--- src/rtl/img2col_scheduler.sv ---
// img2col_scheduler: walks a 5x5 window over an img_w x img_h image, steering the
// general/reuse/neighbour window banks and handing each assembled window to the PE array.
//
// Ports:
//   clk, nrst (sync, active-high)       clock and reset
//   start, abort                        begin a pass (IDLE only) / cancel a pass
//   in_valid, neighbour_in_flag         column-group memory handshake
//   out_ready                           PE array accepts the current window
//   wr_ctrl_*/r_ctrl_* (g, r, n)        bank write/read enables
//   adrs_out                            general-bank column slot being written
//   round                               1 while building the first window of a row
//   neighbour_out_flag, out_valid       window outputs valid
//   col_cnt, row_cnt                    window position
//   busy, done                          status / one-cycle completion pulse
module img2col_scheduler #(
    parameter int unsigned img_w       = 28,
    parameter int unsigned img_h       = 28,
    parameter int unsigned address_num = 3
) (
    input  logic                       clk,
    input  logic                       nrst,
    input  logic                       start,
    input  logic                       abort,
    input  logic                       in_valid,
    input  logic                       neighbour_in_flag,
    input  logic                       out_ready,
    output logic                       wr_ctrl_g,
    output logic                       r_ctrl_g,
    output logic                       wr_ctrl_r,
    output logic                       r_ctrl_r,
    output logic                       wr_ctrl_n,
    output logic                       r_ctrl_n,
    output logic [address_num-1:0]     adrs_out,
    output logic                       round,
    output logic                       neighbour_out_flag,
    output logic                       out_valid,
    output logic [$clog2(img_w)-1:0]   col_cnt,
    output logic [$clog2(img_h)-1:0]   row_cnt,
    output logic                       busy,
    output logic                       done
);

    localparam int unsigned col_w = $clog2(img_w);
    localparam int unsigned row_w = $clog2(img_h);

    localparam logic [col_w-1:0]       col_last  = col_w'(img_w - 5);
    localparam logic [row_w-1:0]       row_last  = row_w'(img_h - 5);
    localparam logic [address_num-1:0] adrs_last = address_num'(4);

    typedef enum logic [2:0] {StIdle, StLoad, StEmit, StShift, StDone} state_e;

    state_e                 state_q, state_d;
    logic [col_w-1:0]       col_d;
    logic [row_w-1:0]       row_d;
    logic [address_num-1:0] adrs_d;
    logic                   round_d;
    logic                   load_q;

    // Next-state and counter update.
    always_comb begin
        state_d = state_q;
        col_d   = col_cnt;
        row_d   = row_cnt;
        adrs_d  = adrs_out;
        round_d = round;
        unique case (state_q)
            StIdle: begin
                if (start) begin
                    state_d = StLoad;
                    col_d   = '0;
                    row_d   = '0;
                    adrs_d  = '0;
                    round_d = 1'b1;
                end
            end
            StLoad: begin
                if (in_valid) begin
                    // First window of a row needs all 5 columns; later windows need one.
                    if (!round || adrs_out == adrs_last) begin
                        state_d = StEmit;
                    end else begin
                        adrs_d = adrs_out + address_num'(1);
                    end
                end
            end
            StEmit: begin
                if (out_ready) state_d = StShift;
            end
            StShift: begin
                if (col_cnt < col_last) begin
                    col_d   = col_cnt + col_w'(1);
                    round_d = 1'b0;
                    state_d = StLoad;
                end else if (row_cnt < row_last) begin
                    row_d   = row_cnt + row_w'(1);
                    col_d   = '0;
                    round_d = 1'b1;
                    adrs_d  = '0;
                    state_d = StLoad;
                end else begin
                    state_d = StDone;
                end
            end
            StDone:  state_d = StIdle;
            default: state_d = StIdle;
        endcase
        if (abort && state_q != StIdle) begin
            state_d = StIdle;
            col_d   = '0;
            row_d   = '0;
            adrs_d  = '0;
            round_d = 1'b1;
        end
    end

    // State, counters and registered outputs, all decoded from the next state.
    always_ff @(posedge clk) begin
        if (nrst) begin
            state_q            <= StIdle;
            col_cnt            <= '0;
            row_cnt            <= '0;
            adrs_out           <= '0;
            round              <= 1'b1;
            load_q             <= 1'b0;
            r_ctrl_g           <= 1'b0;
            wr_ctrl_r          <= 1'b0;
            r_ctrl_r           <= 1'b0;
            r_ctrl_n           <= 1'b0;
            neighbour_out_flag <= 1'b0;
            out_valid          <= 1'b0;
            busy               <= 1'b0;
            done               <= 1'b0;
        end else begin
            state_q            <= state_d;
            col_cnt            <= col_d;
            row_cnt            <= row_d;
            adrs_out           <= adrs_d;
            round              <= round_d;
            load_q             <= (state_d == StLoad);
            // General bank is read during SHIFT too, to move columns into the reuse bank.
            r_ctrl_g           <= (state_d == StEmit) || (state_d == StShift);
            wr_ctrl_r          <= (state_d == StShift);
            r_ctrl_r           <= (state_d == StEmit);
            r_ctrl_n           <= (state_d == StEmit);
            neighbour_out_flag <= (state_d == StEmit);
            out_valid          <= (state_d == StEmit);
            busy               <= (state_d != StIdle);
            done               <= (state_d == StDone);
        end
    end

    // Write enables follow the column memory directly while loading.
    assign wr_ctrl_g = load_q & in_valid;
    assign wr_ctrl_n = load_q & in_valid & neighbour_in_flag;

endmodule

--- config.mk ---
export PLATFORM = sky130hd
export DESIGN_NAME = img2col_scheduler
export DESIGN_NICKNAME = d
export VERILOG_FILES = /design/src/rtl/img2col_scheduler.sv
export SDC_FILE = /design/constraint.sdc
export NUM_CORES = 1
export LEC_CHECK = 0
export CORE_ASPECT_RATIO = 0.8
export CORE_MARGIN = 2
export CORE_UTILIZATION = 50
export CTS_CLUSTER_DIAMETER = 80
export DETAILED_ROUTE_END_ITERATION = 10
export GPL_TIMING_DRIVEN = 0
export PLACE_DENSITY = 0.83
export SLEW_MARGIN = 20
export SYNTH_ARGS = -nofsm -noshare
export SYNTH_HDL_FRONTEND = slang
export SYNTH_SLANG_ARGS = --single-unit
--- constraint.sdc ---
create_clock -name clk -period 3.6 [get_ports clk]
set_clock_uncertainty 0.2 [all_clocks]
set_input_delay 0.54 -clock clk [delete_from_list [all_inputs] [get_ports clk]]
set_output_delay 0.54 -clock clk [all_outputs]
set_load 0.03 [all_outputs]
==> results.md, run 1 <==
- Status: completed
- Fin cells: ~180
- Tightest Pin Transition: 0.489 ns
- Total power: ~490 uW
- WL final: 2500 um
- Final hold violations: 0
- Max Cap Viol: 0
- Syn nets: 133
- Global-route wire length before repair: ~4000 um
- Main synth FF type: dfxtp_1
- Total CTS buffers: 3
- HP Class: flip-flop to flip-flop
- Via Count: around 1.0k
- Clock Tree Buf Depth: 2
- ANT cells: 0
- CORE AREA: around 2100 sq um
- Antenna-violating nets left: 0
- Endpoint class of the critical path: primary output
- Setup bufs post-CTS: 0
- Sequential element share of the synthesized area: 41.5%
- Crit-path cells: clkdlybuf4s50_1 -> and3_1 -> clkdlybuf4s50_1
- Power Density: 333 nW/um^2
- Tcrit/Tclk final: about 75%
- Largest net degree at the start of global routing: 13
- Total clock sinks: 23
- Via density: ~5.8
- Top cell by count, worst path: clkdlybuf4s50_1
- Clock root cell: clkbuf_4
- Synth top area cells: dfxtp_1 41%, nor2_1 5.4%, ha_1 4.5%
- Synth warn: 0
- Reg clk slew, reported paths: roughly 0.13 ns
- Kind of critical path: input port to primary output
- Layout cell share with drive strength beyond 1: 10.9%
- Post-Syn Area: around 1100 sq um
- Crit path DAT: about 1.9 ns
- Req. time, crit path: roughly 2.9 ns
- Share of the synthesized area in the top cell type: approximately two fifths
- # IOs: 31
- Max Freq: approximately 0.37 GHz
- Leak Pwr: between 0.0005 and 0.0006 uW
- Initial Utilization: 52.3%
- DIE WIDTH: around 57 um
- H-tree levels: 1
- Drt first pass iters: 4
- Inst Count DP: between 150 and 200
- Max-slew violation count: 0
- Post-cts sizing count: 0
- Clk Latency, worst-skew pair: 0.31 ns
- Post-synth EDFFs: 0
- Layout Area Growth over Synthesis: 32.2%
- CP peak stage delay: about 0.66 ns
- Nets: about 170
- Asr flop ratio synth: 0%
- Setup TNS: 0 ns
- Die area: ~2600 sq um
- GRT Total Usage: 20.3%
- Antenna violations before repair: 0
- Worst VDD drop: 0.324 mV
- Clock period minus final worst setup slack: roughly 2.7 ns
- Synth area leader: dfxtp_1
- RSZ-0062 raised after global routing: no
- Rel. slew slack: ~67%
- R2R cell count: 6
- Layout fillers: 174
- DIE HEIGHT: 46.1 um
- CP Launch Type: input port
- Final HPWL DP: 1920 um
- Port-buffer cells: 30
- GP Congestion: ~0.86
- Commonest cells post-synth: 23 x dfxtp_1, 16 x nor2_1, 6 x a21oi_1, 6 x nand2_1
- Setup ws final: between 0.9 and 1 ns
- Iteration-0 DRC Markers: 49
- Vias in the first global route: between 800 and 900
- CP Max Fanout: 6
- Dpl ws: around 0.94 ns
- Synthesized instance count: ~120
- Final setup viols: 0
- Hold Crit Depth: 1
- Post-synth cell types: 43
- Syn avg cell area: 9.10 sq um
- Most common cell in the netlist: dfxtp_1
- Cts hold-fix bufs: 0
- Row cnt: 15
- Drt drc: 0
- WL per Instance: roughly 14 um
- Total gr overflow: 0
- Crit path max-delay cell type: clkdlybuf4s50_1
- Yosys reg bits: 23
- CTS tree: yes
[per-layer routing]
layer / global-route usage, % / share of wire (%) / routed length (um) / vias to the layer above
met5: 0 / 0 / 0 / -
met4: 8.10 / 1.5 / 37 / 0
met3: 5.62 / 6.4 / 161 / 4
met2: 33.0 / 45 / 1130 / 45
met1: 25.8 / 47 / 1170 / 479
li1: - / - / - / 517
[cell usage in the layout, fill, tap and decap left out, types with 2 or more instances in the layout]
cell type | netlist | routed
nand3_1 | 5 | 5
inv_1 | 5 | 5
o22ai_1 | 2 | 2
ha_1 | 4 | 4
nand2_1 | 6 | 6
dfxtp_1 | 23 | 23
mux2i_1 | 3 | 3
buf_4 | 3 | 3
clkdlybuf4s50_1 | 0 | 30
a31o_2 | 2 | 2
xor2_1 | 4 | 4
and2_1 | 3 | 3
a21boi_0 | 2 | 2
a21oi_1 | 6 | 6
a31oi_1 | 2 | 2
o21ai_0 | 4 | 4
clkbuf_4 | 0 | 3
nor2_1 | 16 | 16
and3_1 | 3 | 3
nor3_1 | 2 | 2
or3_1 | 3 | 3
[logic make-up after synthesis]
kind of cell             Yosys count  share of synthesized area (%)
AO/OA/AOI/OAI                     31                           20.4
XOR/XNOR                           5                           3.95
adder cells (fa/ha/maj)            4                           4.51
buffers and inverters             10                           5.19
flip-flops                        23                           41.5
multiplexers                       3                           2.71
AND/OR/NAND/NOR                   46                           21.8
[flip-flops by register name (all words and copies together) (netlist names)]
register,cells
out_valid,1
row_cnt,5
wr_ctrl_r,1
state_q,3
r_ctrl_g,1
adrs_out,3
round,1
load_q,1
col_cnt,5
busy,1
done,1
[metrics by stage]
stage / instance area (sq um) / util [%] / hold WS [ns]
2_1_floorplan: 1110 / - / 0.351
3_3_place_gp: 1440 / 68.0 / 0.275
3_5_place_dp: 1440 / 68.0 / 0.277
4_1_cts: 1470 / 69.2 / 0.311
5_1_grt: 1470 / 69.2 / 0.343
6_report: 1470 / 69.2 / 0.300
[critical path: cells and delay by family]
kind | cells | cell delay (ns)
and+or+nand+nor | 1 | 0.18
buffers and inverters | 2 | 1.22
[where the power goes]
part	total, uW	switching, uW	internal, uW
Clock	121	77.5	43.3
Sequential	269	6.23	263
Combinational	98.6	55.9	42.7
[cell type report]
type	count	area (sq um)	area share (%)
Tap cell	25	31.3	2.13
Timing Repair Buffer	30	300	20.5
Inverter	5	18.8	1.28
Multi-Input combinational cell	89	592	40.3
Buffer	5	38.8	2.64
Sequential cell	23	460	31.4
Clock buffer	4	26.3	1.79
[worst paths after layout]
kind                                       startpoint                  to  slack [ns]
worst min register to register     round$_SDFFE_PP1P_  round$_SDFFE_PP1P_        0.30
worst max register to register  state_q[1]$_SDFF_PP0_  round$_SDFFE_PP1P_        1.49
worst max-delay path                         in_valid           wr_ctrl_n        0.92
worst min-delay path               round$_SDFFE_PP1P_  round$_SDFFE_PP1P_        0.30
(Power assumes the default switching activity.)
==> inputs of run 2 (changes only) <==
--- a/config.mk
+++ b/config.mk
@@ -7,11 +7,11 @@
 export LEC_CHECK = 0
 export CORE_ASPECT_RATIO = 0.8
 export CORE_MARGIN = 2
-export CORE_UTILIZATION = 50
+export CORE_UTILIZATION = 42
 export CTS_CLUSTER_DIAMETER = 80
 export DETAILED_ROUTE_END_ITERATION = 10
 export GPL_TIMING_DRIVEN = 0
-export PLACE_DENSITY = 0.83
+export PLACE_DENSITY = 0.74
 export SLEW_MARGIN = 20
 export SYNTH_ARGS = -nofsm -noshare
 export SYNTH_HDL_FRONTEND = slang
==> constraint.sdc (replaced) <==
create_clock -name clk -period 2.4 [get_ports clk]
set_clock_uncertainty 0.2 [all_clocks]
set_input_delay 0.36 -clock clk [delete_from_list [all_inputs] [get_ports clk]]
set_output_delay 0.36 -clock clk [all_outputs]
set_load 0.03 [all_outputs]
==> run 2 against run 1 <==
Register-to-register slack lost 1.2 ns. Non-clock buffer count is the same. Critical path depth is the same. Clock-buffer cell count shrank 1. Hold slack gained 0.0034 ns. Sequential share of layout area shrank 0.32 points. Via count shrank 3.1%. Clock power grew 51%.
==> results.md, run 2 (synthesis gave the netlist of run 1 again) <==
- Reg-to-reg endpoint: round$_SDFFE_PP1P_
- Clk Latency, worst-skew pair: about 0.32 ns
- RSZ-0062 raised after global routing: no
- Clock root cell: clkbuf_4
- GP Congestion: around 0.77
- Kind of critical path: input port to primary output
- Multi-input logic area: just under 600 sq um
- Vias in the first global route: between 900 and 1k
- Endpoint class of the critical path: primary output
- Max-slew violation count: 0
- Fin area: about 1500 sq um
- Layout Area Growth over Synthesis: 33.6%
- Leak Pwr: around 0.00059 uW
- CP Max Fanout: 6
- Antenna-violating nets left: 0
- Port-buffer cells: 30
- CP endpoint: wr_ctrl_n
- Final HPWL DP: 1880 um
- Setup TNS: 0 ns
- Total clock sinks: 23
- Max Freq: ~0.43 GHz
- DIE WIDTH: approximately 61 um
- Layout fillers: 233
- Die area: 3070 sq um
- Commonest cells after routing, fill and taps aside: 30 x clkdlybuf4s50_1, 23 x dfxtp_1, 16 x nor2_1
- WL per Instance: about 13 um
- Rel. slew slack: about two thirds
- Clock Tree Buf Depth: 2
- Iteration-0 DRC Markers: 24
- Drt first pass iters: 5
- Via Count: around 1.0k
- Cts hold-fix bufs: 0
- Largest net degree at the start of global routing: 14
- CTS tree: yes
- Final cell utilization of the core: 59.7%
- Commonest non-fill, non-tap cell in the layout: clkdlybuf4s50_1
- Row cnt: 16
- Total power: 734 uW
- GRT Total Usage: a little under a fifth
- CORE AREA: between 2000 and 2500 sq um
- Final Hold Slack: roughly 0.3 ns
- ANT cells: 0
- Max Cap Viol: 0
- Via density: roughly 5.3
- Crit path DAT: about 1.8 ns
- CP Launch Type: input port
- DIE HEIGHT: approximately 50 um
- Layout cell share with drive strength beyond 1: between 10% and 20%
- Worst setup path start: in_valid
- Final setup viols: 0
- Total gr overflow: 0
- Setup bufs post-CTS: 0
- H-tree levels: 1
- Post-DP Area: about 1500 sq um
- Global-route wire length before repair: between 4000 and 5000 um
- Total CTS buffers: 3
- Largest regs: col_cnt x5, row_cnt x5
- Clock period minus final worst setup slack: around 2.3 ns
- Nets: between 150 and 200
- Status: completed
- HP Class: flip-flop to flip-flop
- R2R cell count: 5
- Tightest Pin Transition: ~0.50 ns
- Post-cts sizing count: 0
- Final hold violations: 0
- Reg2reg start: state_q[2]$_SDFF_PP0_
- Reg2Reg Setup Slack: about 0.32 ns
- Reg clk slew, reported paths: approximately 0.12 ns
- Antenna violations before repair: 0
- Initial Utilization: between 40% and 50%
- # IOs: 31
- Drt drc: 0
- WL final: around 2400 um
- Power Density: ~500 nW/um^2
- Req. time, crit path: about 1.8 ns
- Tcrit/Tclk final: 96.6%
- Worst VDD drop: around 0.37 mV
- Register area: roughly 460 sq um
-- run 2: changes by cell type in the layout (fill, tap and decap cells not counted) --
| cell | before | now |
|---|---|---|
| clkinv_2 | 0 | 1 |
| clkbuf_1 | 1 | 0 |
-- run 2: area by class of cell --
class	instances	share of cell area (%)
Timing Repair Buffer	30	20.3
Inverter	5	1.27
Clock inverter	1	0.338
Multi-Input combinational cell	89	39.9
Sequential cell	23	31.1
Buffer	5	2.62
Clock buffer	3	1.52
Tap cell	36	3.04
-- run 2: worst max-delay path, stage by stage --
cell	delay, ns
clkdlybuf4s50_1	0.55
and3_1	0.18
clkdlybuf4s50_1	0.67
-- run 2: per-layer routing --
layer	wire, um	up-vias	GRT usage [%]
li1	-	510	-
met1	1220	468	25.9
met2	1080	31	26.1
met3	120	4	6.04
met4	21	0	4.96
met5	0	-	0
-- run 2: per-stage QoR --
stage,setup slack [ns],std cells
6_report,0.0812,192
5_1_grt,0.0165,192
4_1_cts,0.0682,192
3_5_place_dp,-0.0163,188
3_3_place_gp,0.000238,188
2_1_floorplan,0.401,122
-- run 2: worst min path at each step --
stage	startpoint	end	slack, ns	cells past startpoint
6_report	round$_SDFFE_PP1P_	round$_SDFFE_PP1P_	0.30	1
5_1_grt	round$_SDFFE_PP1P_	round$_SDFFE_PP1P_	0.35	1
4_1_cts	round$_SDFFE_PP1P_	round$_SDFFE_PP1P_	0.30	1
3_5_place_dp	round$_SDFFE_PP1P_	round$_SDFFE_PP1P_	0.28	1
3_3_place_gp	round$_SDFFE_PP1P_	round$_SDFFE_PP1P_	0.27	1
2_1_floorplan	nrst	row_cnt[2]$_SDFFE_PP0P_	0.33	3
-- run 2: power by group --
part | internal (uW) | total [uW] | leakage [uW] | switching [uW]
logic | 64.1 | 147 | 0.000383 | 82.7
registers | 395 | 404 | 0.000187 | 9.32
clock network | 62.5 | 183 | 0.0000177 | 121
total | 521 | 734 | 0.000588 | 213
==> inputs of run 3 (changes only) <==
--- a/config.mk
+++ b/config.mk
@@ -5,13 +5,15 @@
 export SDC_FILE = /design/constraint.sdc
 export NUM_CORES = 1
 export LEC_CHECK = 0
+export CELL_PAD_IN_SITES_DETAIL_PLACEMENT = 0
+export CELL_PAD_IN_SITES_GLOBAL_PLACEMENT = 1
 export CORE_ASPECT_RATIO = 0.8
 export CORE_MARGIN = 2
-export CORE_UTILIZATION = 42
+export CORE_UTILIZATION = 31
 export CTS_CLUSTER_DIAMETER = 80
 export DETAILED_ROUTE_END_ITERATION = 10
 export GPL_TIMING_DRIVEN = 0
-export PLACE_DENSITY = 0.74
+export PLACE_DENSITY_LB_ADDON = 0.1
 export SLEW_MARGIN = 20
 export SYNTH_ARGS = -nofsm -noshare
 export SYNTH_HDL_FRONTEND = slang
==> run 3 against run 2 <==
Sequential power is essentially flat. Final area grew 1.9%. Die area grew 33%. Via count shrank 3.8%. Clock power grew 33%. Global-route usage shrank 4.9 points. Cell count grew 3.1%. Routed wire length grew 3.0%. Hold slack lost 0.012 ns. First-iteration DRC count grew 29%. Register-to-register slack lost 0.02 ns. Power grew 8.0%.
==> results.md, run 3 (synthesis gave the netlist of run 1 again) <==
- Status: completed
- Setup ws final: 0.0883 ns
- Final Hold Slack: 0.292 ns
- Crit path buffers/inverters: 2
- Layout Area Growth over Synthesis: 36.2%
- Crit path max-delay family: buffers and inverters
- Port-buffer cells: 30
- Setup TNS: 0 ns
- Global-route wire length before repair: between 4000 and 5000 um
- Top cell by count, worst path: clkdlybuf4s50_1
- Power Density: approximately 520 nW/um^2
- Commonest cells after routing, fill and taps aside: 29 x clkdlybuf4s50_1, 23 x dfxtp_1, 16 x nor2_1
- WL final: roughly 2500 um
- DIE HEIGHT: about 58 um
- Rel. slew slack: 68.9%
- Total clock sinks: 23
- Iteration-0 DRC Markers: 31
- Via Count: between 900 and 1k
- Dpl ws: -0.0472 ns
- Tcrit/Tclk final: between 90 and 100%
- Commonest non-fill, non-tap cell in the layout: clkdlybuf4s50_1
- Final HPWL DP: between 1500 and 2000 um
- GP Congestion: 0.762
- Crit-path cells: clkdlybuf4s50_1 -> and2_1 -> clkdlybuf4s50_1
- Clk Latency, worst-skew pair: 0.27 ns
- Initial Utilization: 32.4%
- Req. time, crit path: 1.84 ns
- HP Class: flip-flop to flip-flop
- Layout fillers: between 300 and 400
- DIE WIDTH: 70.9 um
- Vias in the first global route: between 800 and 900
- ANT cells: 0
- Total gr overflow: 0
- Reg clk slew, reported paths: roughly 0.080 ns
- Final hold violations: 0
- Clock period minus final worst setup slack: ~2.3 ns
- Antenna violations before repair: 0
- Cts hold-fix bufs: 0
- Clock Tree Buf Depth: 2
- Final setup viols: 0
- Inst Count DP: between 150 and 200
- Max-slew violation count: 0
- Via density: approximately 4.9
- Clock root cell: clkbuf_8
- Post-cts sizing count: 0
- RSZ-0062 raised after global routing: no
- Antenna-violating nets left: 0
- Die area: just over 4000 sq um
- Total power: between 700 and 800 uW
- Largest regs: col_cnt x5, row_cnt x5
- Max Freq: 0.433 GHz
- Layout cell share with drive strength beyond 1: 11.5%
- WL per Instance: ~13 um
- Row cnt: 19
- Drt first pass iters: 4
- Setup bufs post-CTS: 0
- Tightest Pin Transition: between 0.4 and 0.5 ns
- Crit path max-delay cell type: clkdlybuf4s50_1
- Total CTS buffers: 3
- CTS tree: yes
- Largest net degree at the start of global routing: 14
- CP peak stage delay: 0.67 ns
- Worst VDD drop: roughly 0.32 mV
- # IOs: 31
- CP Launch Type: input port
- Kind of critical path: input port to primary output
- Drt drc: 0
- Fin cells: around 200
- Max Cap Viol: 0
- Nets: 168
- GRT Total Usage: roughly an eighth
- CORE AREA: 3420 sq um
- Endpoint class of the critical path: primary output
- H-tree levels: 1
- Leak Pwr: slightly above 0.0006 uW
- Crit path DAT: around 1.8 ns
- CP Max Fanout: 6
-- run 3: cell count changes in the layout (fill, tap and decap cells not counted), sizes merged --
cell	delta
clkdlybuf4s50	-1
dlymetal6s2s	+1
-- run 3: worst paths after layout --
path | from | end | slack, ns | depth (start not counted)
worst max-delay path | in_valid | wr_ctrl_g | 0.09 | 3
worst max register to register | state_q[2]$_SDFF_PP0_ | round$_SDFFE_PP1P_ | 0.30 | 5
worst min-delay path | round$_SDFFE_PP1P_ | round$_SDFFE_PP1P_ | 0.29 | 1
worst min register to register | round$_SDFFE_PP1P_ | round$_SDFFE_PP1P_ | 0.29 | 1
-- run 3: cell type report --
type | count | area, sq um | area share [%]
multi-input combinational | 89 | 592 | 39.2
sequential | 23 | 460 | 30.5
timing repair buffer | 30 | 303 | 20.0
tap | 42 | 52.6 | 3.48
clock buffer | 3 | 41.3 | 2.73
buffer | 5 | 38.8 | 2.57
inverter | 5 | 18.8 | 1.24
clock inverter | 1 | 5.00 | 0.331
-- run 3: layer usage --
layer / wire length, um / share of wire (%) / up-vias / track usage, %
met5: 0 / 0 / - / 0
met4: 16 / 0.64 / 0 / 2.43
met3: 172 / 6.8 / 2 / 4.59
met2: 1030 / 41 / 30 / 18.7
met1: 1290 / 51 / 434 / 19.7
li1: - / - / 508 / -
-- run 3: power by group --
group	switching (uW)	internal (uW)	leakage, uW
Combinational	83.0	63.8	0.000401
Sequential	9.09	394	0.000187
Clock	127	116	0.0000255
Total	219	574	0.000613
-- run 3: metrics by stage --
step           cell area, sq um  utilization (%)
6_report                   1510             44.2
4_1_cts                    1510             44.1
2_1_floorplan              1110                -
3_3_place_gp               1460             42.7
5_1_grt                    1510             44.2
3_5_place_dp               1460             42.7
